$ cat src/rtl/mul_sequencer.sv
// Iterative shift-and-add MUL/MLA unit that stalls the Execute stage.
// Each BUSY cycle retires one multiplier bit and stops early at the last set bit.
module mul_sequencer (
    input  logic        clk,
    input  logic        rst_n,
    input  logic        StartE,
    input  logic        AccE,
    input  logic        SetFlagsE,
    input  logic        FlushE,
    input  logic [31:0] SrcA,
    input  logic [31:0] SrcB,
    input  logic [31:0] SrcC,
    output logic        StallMul,
    output logic        Busy,
    output logic        Done,
    output logic [31:0] Result,
    output logic [1:0]  FlagsNZ,
    output logic [1:0]  FlagW
);

    localparam int unsigned DataW = 32;
    localparam int unsigned CntW  = 5;
    localparam logic [CntW-1:0] CntLast = CntW'(DataW - 1);

    typedef enum logic [1:0] {
        IDLE = 2'd0,
        BUSY = 2'd1,
        DONE = 2'd2
    } state_e;

    state_e             state_q, state_d;
    logic [DataW-1:0]   mcand_q, mcand_d;
    logic [DataW-1:0]   mplier_q, mplier_d;
    logic [DataW-1:0]   acc_q, acc_d;
    logic [CntW-1:0]    cnt_q, cnt_d;
    logic               s_q, s_d;
    logic [DataW-1:0]   result_q, result_d;
    logic [1:0]         nz_q, nz_d;

    logic [DataW-1:0]   sum;
    logic [DataW-1:0]   mplier_shr;

    assign sum        = acc_q + (mplier_q[0] ? mcand_q : '0);
    assign mplier_shr = mplier_q >> 1;

    always_ff @(posedge clk or negedge rst_n) begin
        if (!rst_n) begin
            state_q  <= IDLE;
            mcand_q  <= '0;
            mplier_q <= '0;
            acc_q    <= '0;
            cnt_q    <= '0;
            s_q      <= 1'b0;
            result_q <= '0;
            nz_q     <= 2'b01;
        end else begin
            state_q  <= state_d;
            mcand_q  <= mcand_d;
            mplier_q <= mplier_d;
            acc_q    <= acc_d;
            cnt_q    <= cnt_d;
            s_q      <= s_d;
            result_q <= result_d;
            nz_q     <= nz_d;
        end
    end

    // Flush in BUSY wins over completion so an aborted op never publishes.
    always_comb begin
        state_d  = state_q;
        mcand_d  = mcand_q;
        mplier_d = mplier_q;
        acc_d    = acc_q;
        cnt_d    = cnt_q;
        s_d      = s_q;
        result_d = result_q;
        nz_d     = nz_q;
        unique case (state_q)
            IDLE: begin
                if (StartE && !FlushE) begin
                    mcand_d  = SrcA;
                    mplier_d = SrcB;
                    acc_d    = AccE ? SrcC : '0;
                    s_d      = SetFlagsE;
                    cnt_d    = '0;
                    state_d  = BUSY;
                end
            end
            BUSY: begin
                if (FlushE) begin
                    state_d = IDLE;
                end else begin
                    acc_d    = sum;
                    mcand_d  = mcand_q << 1;
                    mplier_d = mplier_shr;
                    cnt_d    = cnt_q + CntW'(1);
                    if ((mplier_shr == '0) || (cnt_q == CntLast)) begin
                        state_d  = DONE;
                        result_d = sum;
                        nz_d     = {sum[DataW-1], (sum == '0)};
                    end
                end
            end
            DONE: begin
                state_d = IDLE;
            end
            default: begin
                state_d = IDLE;
            end
        endcase
    end

    assign Busy     = (state_q == BUSY);
    assign Done     = (state_q == DONE);
    assign FlagW    = ((state_q == DONE) && s_q) ? 2'b10 : 2'b00;
    assign Result   = result_q;
    assign FlagsNZ  = nz_q;
    // Stall is raised in the issue cycle itself so Execute holds the MUL.
    assign StallMul = rst_n && (((state_q == IDLE) && StartE && !FlushE) || (state_q == BUSY));

endmodule

$ cat config.mk
export PLATFORM = sky130hd
export DESIGN_NAME = mul_sequencer
export DESIGN_NICKNAME = d
export VERILOG_FILES = /design/src/rtl/mul_sequencer.sv
export SDC_FILE = /design/constraint.sdc
export NUM_CORES = 1
export LEC_CHECK = 0
export ABC_CLOCK_PERIOD_IN_PS = 3400
export CORE_MARGIN = 2
export CORE_UTILIZATION = 35
export DETAILED_ROUTE_END_ITERATION = 12
export PLACE_DENSITY = 0.58
export SETUP_SLACK_MARGIN = 0.4
export SYNTH_ARGS = -nofsm -noshare
export SYNTH_HDL_FRONTEND = slang
export SYNTH_SLANG_ARGS = --single-unit
$ cat constraint.sdc
create_clock -name clk -period 3.4 [get_ports clk]
set_input_delay 0.68 -clock clk [delete_from_list [all_inputs] [get_ports clk]]
set_output_delay 0.68 -clock clk [all_outputs]
set_load 0.1 [all_outputs]
==> results.json, run 1 <==
{
  "synth.top_cell.area_share_pct": 41.0,
  "yosysWarnings": 0,
  "synth-edff-count": 0,
  "num_antenna_cells": 0,
  "synthDistinctLibCells": 71,
  "firstDrtPassIters": 5,
  "setup_viol": 0,
  "clock_skew_ns": 0.0113,
  "ir_worst_vdd_uv": 341,
  "path_cells": "and2_4, ha_4, fa_2, a211oi_2, buf_4, nor2_1, xor2_1, nor3_1, nand4b_1, nor4_4, nand4_1, or4_4, o21ai_2",
  "grt_remaining_overflow": 0,
  "place_congestion": 0.884,
  "ys_ff_latch": 137,
  "syn_to_final_growth_pct": 42.3,
  "outcome": "finished clean",
  "hold_buffers": 0,
  "slew_violations": 0,
  "port_buffers": 139,
  "numClockSinks": 137,
  "die_x_microns": 158,
  "rsz0062_at_grt": "yes",
  "nets": 1361,
  "grt_usage_pct": 21.1,
  "syn_nets": 1163,
  "numCtsBuffers": 17,
  "cp_slowest_stage_delay_ns": 0.46,
  "drtIter0Drc": 459,
  "avgSynthCellArea_sq_um": 8.08,
  "tightest_slew_ns": 1.14,
  "dp.cells": 1500,
  "critPathSlowestCell": "dfrtp_2",
  "wire_per_inst_microns": 16.7,
  "vias": 7988,
  "hold_class": "in -> async",
  "cp-end-kind": "register",
  "period_needed_ns": 3.29,
  "grt_pass1_wl_microns": 41000,
  "viasPerCell": 5.13,
  "r2r_slack_ns": 0.11,
  "initial_core_util_pct": 35.4,
  "grt_pass1_vias": 7698,
  "ios": 141,
  "p_total_mw": 10.9,
  "fp.dieH_microns": 158,
  "clk_pin_slew_worst_paths_ns": 0.07,
  "stdcell_count": 1556,
  "antenna_found_initial": 0,
  "synth.most_common_cell": "nand2_1",
  "leakagePower_nw": 5.05,
  "fillers": 2298,
  "stdcell_area_sq_mm": 0.0118,
  "cp.arrival_ns": 3.64,
  "clk_latency_ns": 0.43,
  "yosys.area.top_type": "dfrtp_1",
  "syn_area_sq_mm": 0.00829,
  "placed_cell_area_sq_mm": 0.0104,
  "ant_nets": 0,
  "drc": 0,
  "maxCapViolations": 0,
  "synthCells": 1027,
  "core_sq_mm": 0.0234,
  "rows": 56,
  "crit_fanout": 8,
  "critPathLaunchType": "register",
  "finalCritPeriodShare_pct": 96.8,
  "synth_commonest_cells": "nand2_1, dfrtp_1, nor2_1",
  "p_per_area_mw_per_mm2": 923,
  "timing.fmax_mhz": 304,
  "grt_max_degree": 112,
  "cts_buffer_depth": 2,
  "finalHoldViolations": 0,
  "rr_worst_depth": 13,
  "worstPathRequired_ns": 3.75,
  "die_area_sq_mm": 0.0249,
  "path_class": "reg -> reg",
  "max_slew_margin_pct": 23.9,
  "layout-drive-gt1-share_pct": 23.4,
  "synthTopCellsByArea": "dfrtp_1, nand2_1, a31oi_1, nor2_1, ha_1",
  "ys_seq_area_share_pct": 41.3,
  "htreeDepth": 4,
  "reg2reg_to": "FlagsNZ[0]",
  "wirelength_microns": 26000,
  "synth_top_flop_cell": "dfrtp_1",
  "synthArstFlopShare_pct": 100,
  "root_buffer": "clkbuf_16",
  "place_hpwl_microns": 18800,
  "reg2reg_from": "mplier_q[0]",
  "cts_tree": "yes"
}
worst max path at each step:
stage / startpoint / endpoint / depth (start not counted) / slack, ns
floorplan: mplier_q[0] / FlagsNZ[0] / 13 / 0.35
global placement: mplier_q[0] / FlagsNZ[0] / 12 / -0.06
detailed placement: mplier_q[0] / FlagsNZ[0] / 12 / -0.13
CTS: mplier_q[0] / FlagsNZ[0] / 13 / 0.16
global route: mplier_q[0] / FlagsNZ[0] / 13 / -0.06
finish: mplier_q[0] / FlagsNZ[0] / 13 / 0.11
sequential cells by signal, indices dropped and copies added, names as in the netlist:
name / count
Result: 32
state_q: 2
acc_q: 32
FlagsNZ: 1
mplier_q: 32
mcand_q: 32
s_q: 1
cnt_q: 5
metrics by stage:
step / hold slack, ns / setup TNS, ns / setup slack [ns] / utilization (%)
detailed placement: 0.465 / -0.235 / -0.127 / 44.5
global placement: 0.457 / -0.0626 / -0.0626 / 44.5
floorplan: 0.384 / 0 / 0.352 / -
global route: 0.0819 / -0.0621 / -0.0621 / 50.4
CTS: 0.0694 / 0 / 0.162 / 48.7
finish: 0.0780 / 0 / 0.110 / 50.4
where the power goes:
group	switching (mW)	total, mW	internal [mW]
Clock	0.756	2.06	1.31
Sequential	0.359	2.37	2.01
Combinational	3.37	6.46	3.09
Total	4.49	10.9	6.41
cells in the final DEF (no fill, tap or decap), types with 14 or more instances in the layout:
| cell | synthesis | routed |
|---|---|---|
| nor2_1 | 113 | 109 |
| and2_1 | 35 | 27 |
| nand3_1 | 31 | 30 |
| dfrtp_1 | 136 | 135 |
| o21ai_0 | 49 | 27 |
| nand2_1 | 238 | 236 |
| buf_4 | 2 | 136 |
| a31oi_1 | 90 | 89 |
| a21oi_1 | 39 | 27 |
| clkdlybuf4s50_1 | 0 | 100 |
| clkbuf_16 | 0 | 17 |
| o21ai_1 | 2 | 18 |
| nand4_1 | 14 | 14 |
| ha_4 | 0 | 16 |
cell type report:
cell class,instances,area [sq um],area share (%)
clock inverters,13,215,1.82
multi-input cells,809,5080,43.0
flip-flops and latches,137,3430,29.1
clock buffers,18,429,3.64
repair buffers,251,2220,18.8
well taps,319,399,3.38
inverters,9,33.8,0.286
per-layer routing:
metal	GRT usage, %	routed length [microns]	vias to the layer above
met5	0	0	-
met4	5.96	437	0
met3	3.59	1050	27
met2	31.1	11200	174
met1	31.7	13300	3776
li1	-	-	4011
worst max-delay path: cells and delay by family, from the launching register on:
kind                       cells  cell delay [ns]
and+or+nand+nor                7             1.54
adders and majority gates      2             0.53
DFF                            1             0.46
AOI/OAI and AO/OA              2             0.39
xor gates and xnor gates       1             0.16
buffers and inverters          1             0.15
kinds of logic (layout without fill, tap and decap cells):
group	after synthesis	after routing	synth area share, %
fa+ha+maj	34	34	5.22
simple gates	497	497	27.2
mux	9	9	1.19
other cells	1	1	0.0452
buf+inv	81	291	4.12
flops	137	137	41.3
compound gates	245	245	18.5
xor+xnor	23	23	2.43
what timing repair did:
| item | in CTS | in global routing |
|---|---|---|
| pin swaps | 24 | 40 |
| buffers inserted | 11 | 14 |
| resized for setup | 60 | 75 |
| endpoints found under the setup margin | 27 | 25 |
No activity file was read; power rests on OpenSTA's default activity.
==> run 2: changes to the inputs <==
--- a/config.mk
+++ b/config.mk
@@ -6,7 +6,7 @@
 export NUM_CORES = 1
 export LEC_CHECK = 0
 export ABC_CLOCK_PERIOD_IN_PS = 3400
-export CORE_MARGIN = 2
+export CORE_MARGIN = 3
 export CORE_UTILIZATION = 35
 export DETAILED_ROUTE_END_ITERATION = 12
 export PLACE_DENSITY = 0.58
==> run 2 against run 1 <==
  * Maximum frequency is 3.0% higher
  * Register-to-register slack better by 0.095 ns
  * Critical path depth stayed put
  * Critical path type unchanged
  * Sequential power hardly changed
  * Non-clock buffer count is 19 lower
  * Global-route usage is 0.83 points lower
  * Die area is 2.5% higher
  * Sequential cell count stayed put
  * Final cell count is 1.5% lower
  * Sequential share of layout area is 0.49 points higher
  * Design area is 1.7% lower
  * Largest cell class unchanged
==> results.json, run 2 (same netlist as run 1, synthesis figures left out) <==
{
  "outcome": "finished clean",
  "wirelength_microns": 26100,
  "finalHoldViolations": 0,
  "die_area_sq_mm": 0.0256,
  "maxCapViolations": 0,
  "tightest_slew_ns": 0.989,
  "maxUsedRoutingLayer": "met4",
  "rows": 55,
  "setup_viol": 0,
  "path_class": "reg -> reg",
  "ir_worst_vdd_uv": 410,
  "crit_fanout": 6,
  "place_congestion": 0.919,
  "grt_usage_pct": 20.3,
  "power_frac_clock_pct": 17.1,
  "die_x_microns": 160,
  "clk_latency_ns": 0.44,
  "numCtsBuffers": 17,
  "mostFrequentLayoutCells": "nand2_1, dfrtp_1, buf_4",
  "antenna_found_initial": 1,
  "clock_skew_ns": 0.0136,
  "ios": 141,
  "p_per_area_mw_per_mm2": 903,
  "crit_buf_inv": 1,
  "core_sq_mm": 0.0230,
  "internal_power_mw": 5.94,
  "met2_length_microns": 11500,
  "grt_max_degree": 82,
  "firstDrtPassIters": 5,
  "switching_power_mw": 4.55,
  "drc": 0,
  "layout-drive-gt1-share_pct": 22.5,
  "initial_core_util_pct": 36.1,
  "clk_pin_slew_worst_paths_ns": 0.07,
  "routed-wl-met3_microns": 1280,
  "vias": 7954,
  "swShare_pct": 43.3,
  "timing.fmax_mhz": 313,
  "htreeDepth": 4,
  "hold_class": "in -> async",
  "leakagePower_nw": 4.93,
  "nets": 1342,
  "stdcell_count": 1532,
  "grt_pass1_vias": 7644,
  "cts_buffer_depth": 2,
  "cp-end-kind": "register",
  "numClockSinks": 137,
  "cp_top_family": "simple AND/OR/NAND/NOR gates",
  "rsz0062_at_grt": "yes",
  "syn_to_final_growth_pct": 40.0,
  "drtIter0Drc": 530,
  "slew_violations": 0,
  "grt_remaining_overflow": 0,
  "place_hpwl_microns": 19000,
  "num_antenna_cells": 0,
  "combPwrFrac_pct": 60.3,
  "ant_nets": 0,
  "fillers": 2245,
  "worstPathRequired_ns": 3.76,
  "path_cells": "and2_4, ha_4, fa_2, a211oi_2, buf_4, nor2_1, xor2_1, nor3_1, nand4b_1, nor4_4, nand4_1, or4_1, o21ai_1",
  "port_buffers": 139,
  "wl_met1_microns": 13000,
  "critPathLaunchType": "register",
  "viasPerCell": 5.19,
  "cp_slowest_stage_delay_ns": 0.45,
  "cp.arrival_ns": 3.55,
  "fp.dieH_microns": 160,
  "finalCritPeriodShare_pct": 94.0,
  "max_slew_margin_pct": 33.8,
  "tns_ns": 0,
  "critPathSlowestCell": "dfrtp_2",
  "final_common_cell": "nand2_1",
  "cts_tree": "yes",
  "root_buffer": "clkbuf_16",
  "wire_per_inst_microns": 17.0,
  "p_seq_share_pct": 22.5,
  "grt_pass1_wl_microns": 42000,
  "period_needed_ns": 3.19,
  "dp.cells": 1480
}
-- run 2: stage by stage --
| stage | util (%) | total power [mW] | hold slack, ns | worst slack [ns] | area, sq um |
|---|---|---|---|---|---|
| after CTS | 49.1 | 9.89 | 0.107 | 0.215 | 11300 |
| after global placement | 44.8 | 7.49 | 0.459 | -0.0785 | 10300 |
| final | 50.5 | 10.5 | 0.107 | 0.206 | 11600 |
| after detailed placement | 44.8 | 7.45 | 0.465 | -0.0891 | 10300 |
| after global routing | 50.5 | 11.2 | 0.112 | 0.0570 | 11600 |
| after floorplan | - | 5.33 | 0.384 | 0.352 | 8320 |
-- run 2: what timing repair did --
action | in CTS | in global routing
setup endpoints to repair | 18 | 24
gates cloned | 0 | 0
resized for setup | 73 | 59
buffers inserted | 11 | 9
hold buffers | 0 | 0
pin swaps | 27 | 26
-- run 2: worst register-to-register path: stages (launching register included) --
cell,delay (ns)
dfrtp_2,0.45
and2_4,0.16
ha_4,0.15
fa_2,0.38
a211oi_2,0.25
buf_4,0.15
nor2_1,0.04
xor2_1,0.15
nor3_1,0.23
nand4b_1,0.21
nor4_4,0.29
nand4_1,0.10
or4_1,0.42
o21ai_1,0.14
-- run 2: worst paths after layout --
path / from / cells past startpoint / endpoint / slack [ns]
min reg2reg: FlagsNZ[0] / 2 / FlagsNZ[0] / 0.47
max in group asynchronous: rst_n / 2 / mplier_q[0] / 2.21
min: rst_n / 1 / acc_q[4] / 0.11
min in group clk: FlagsNZ[0] / 2 / FlagsNZ[0] / 0.47
max reg2reg: mplier_q[0] / 13 / FlagsNZ[0] / 0.21
max: mplier_q[0] / 13 / FlagsNZ[0] / 0.21
-- run 2: cell type report --
class / count / area (sq um) / share of cell area (%)
Multi-Input combinational cell: 809 / 5140 / 44.3
Sequential cell: 137 / 3430 / 29.6
Timing Repair Buffer: 232 / 2060 / 17.7
Clock buffer: 18 / 429 / 3.70
Tap cell: 313 / 392 / 3.37
Clock inverter: 14 / 129 / 1.11
Inverter: 9 / 33.8 / 0.291
-- run 2: metal layers --
metal	up-vias	GRT usage (%)
li1	3992	-
met1	3737	29.9
met2	200	30.7
met3	25	4.18
met4	0	4.38
met5	-	0
-- run 2: power groups by stage --
| stage | clock [mW] | combinational, mW | sequential, mW |
|---|---|---|---|
| 5_1_grt | 1.91 | 6.88 | 2.41 |
| 2_1_floorplan | 0 | 3.10 | 2.23 |
| 4_1_cts | 1.83 | 5.71 | 2.35 |
| 3_5_place_dp | 0 | 5.11 | 2.34 |
| 6_report | 1.80 | 6.33 | 2.36 |
| 3_3_place_gp | 0 | 5.15 | 2.34 |
==> run 3: changes to the inputs <==
--- a/config.mk
+++ b/config.mk
@@ -8,6 +8,7 @@
 export ABC_CLOCK_PERIOD_IN_PS = 3400
 export CORE_MARGIN = 3
 export CORE_UTILIZATION = 35
+export CTS_CLUSTER_SIZE = 24
 export DETAILED_ROUTE_END_ITERATION = 12
 export PLACE_DENSITY = 0.58
 export SETUP_SLACK_MARGIN = 0.4
==> results of run 3 <==
The final DEF is identical to that of run 2; final timing and power are the same.
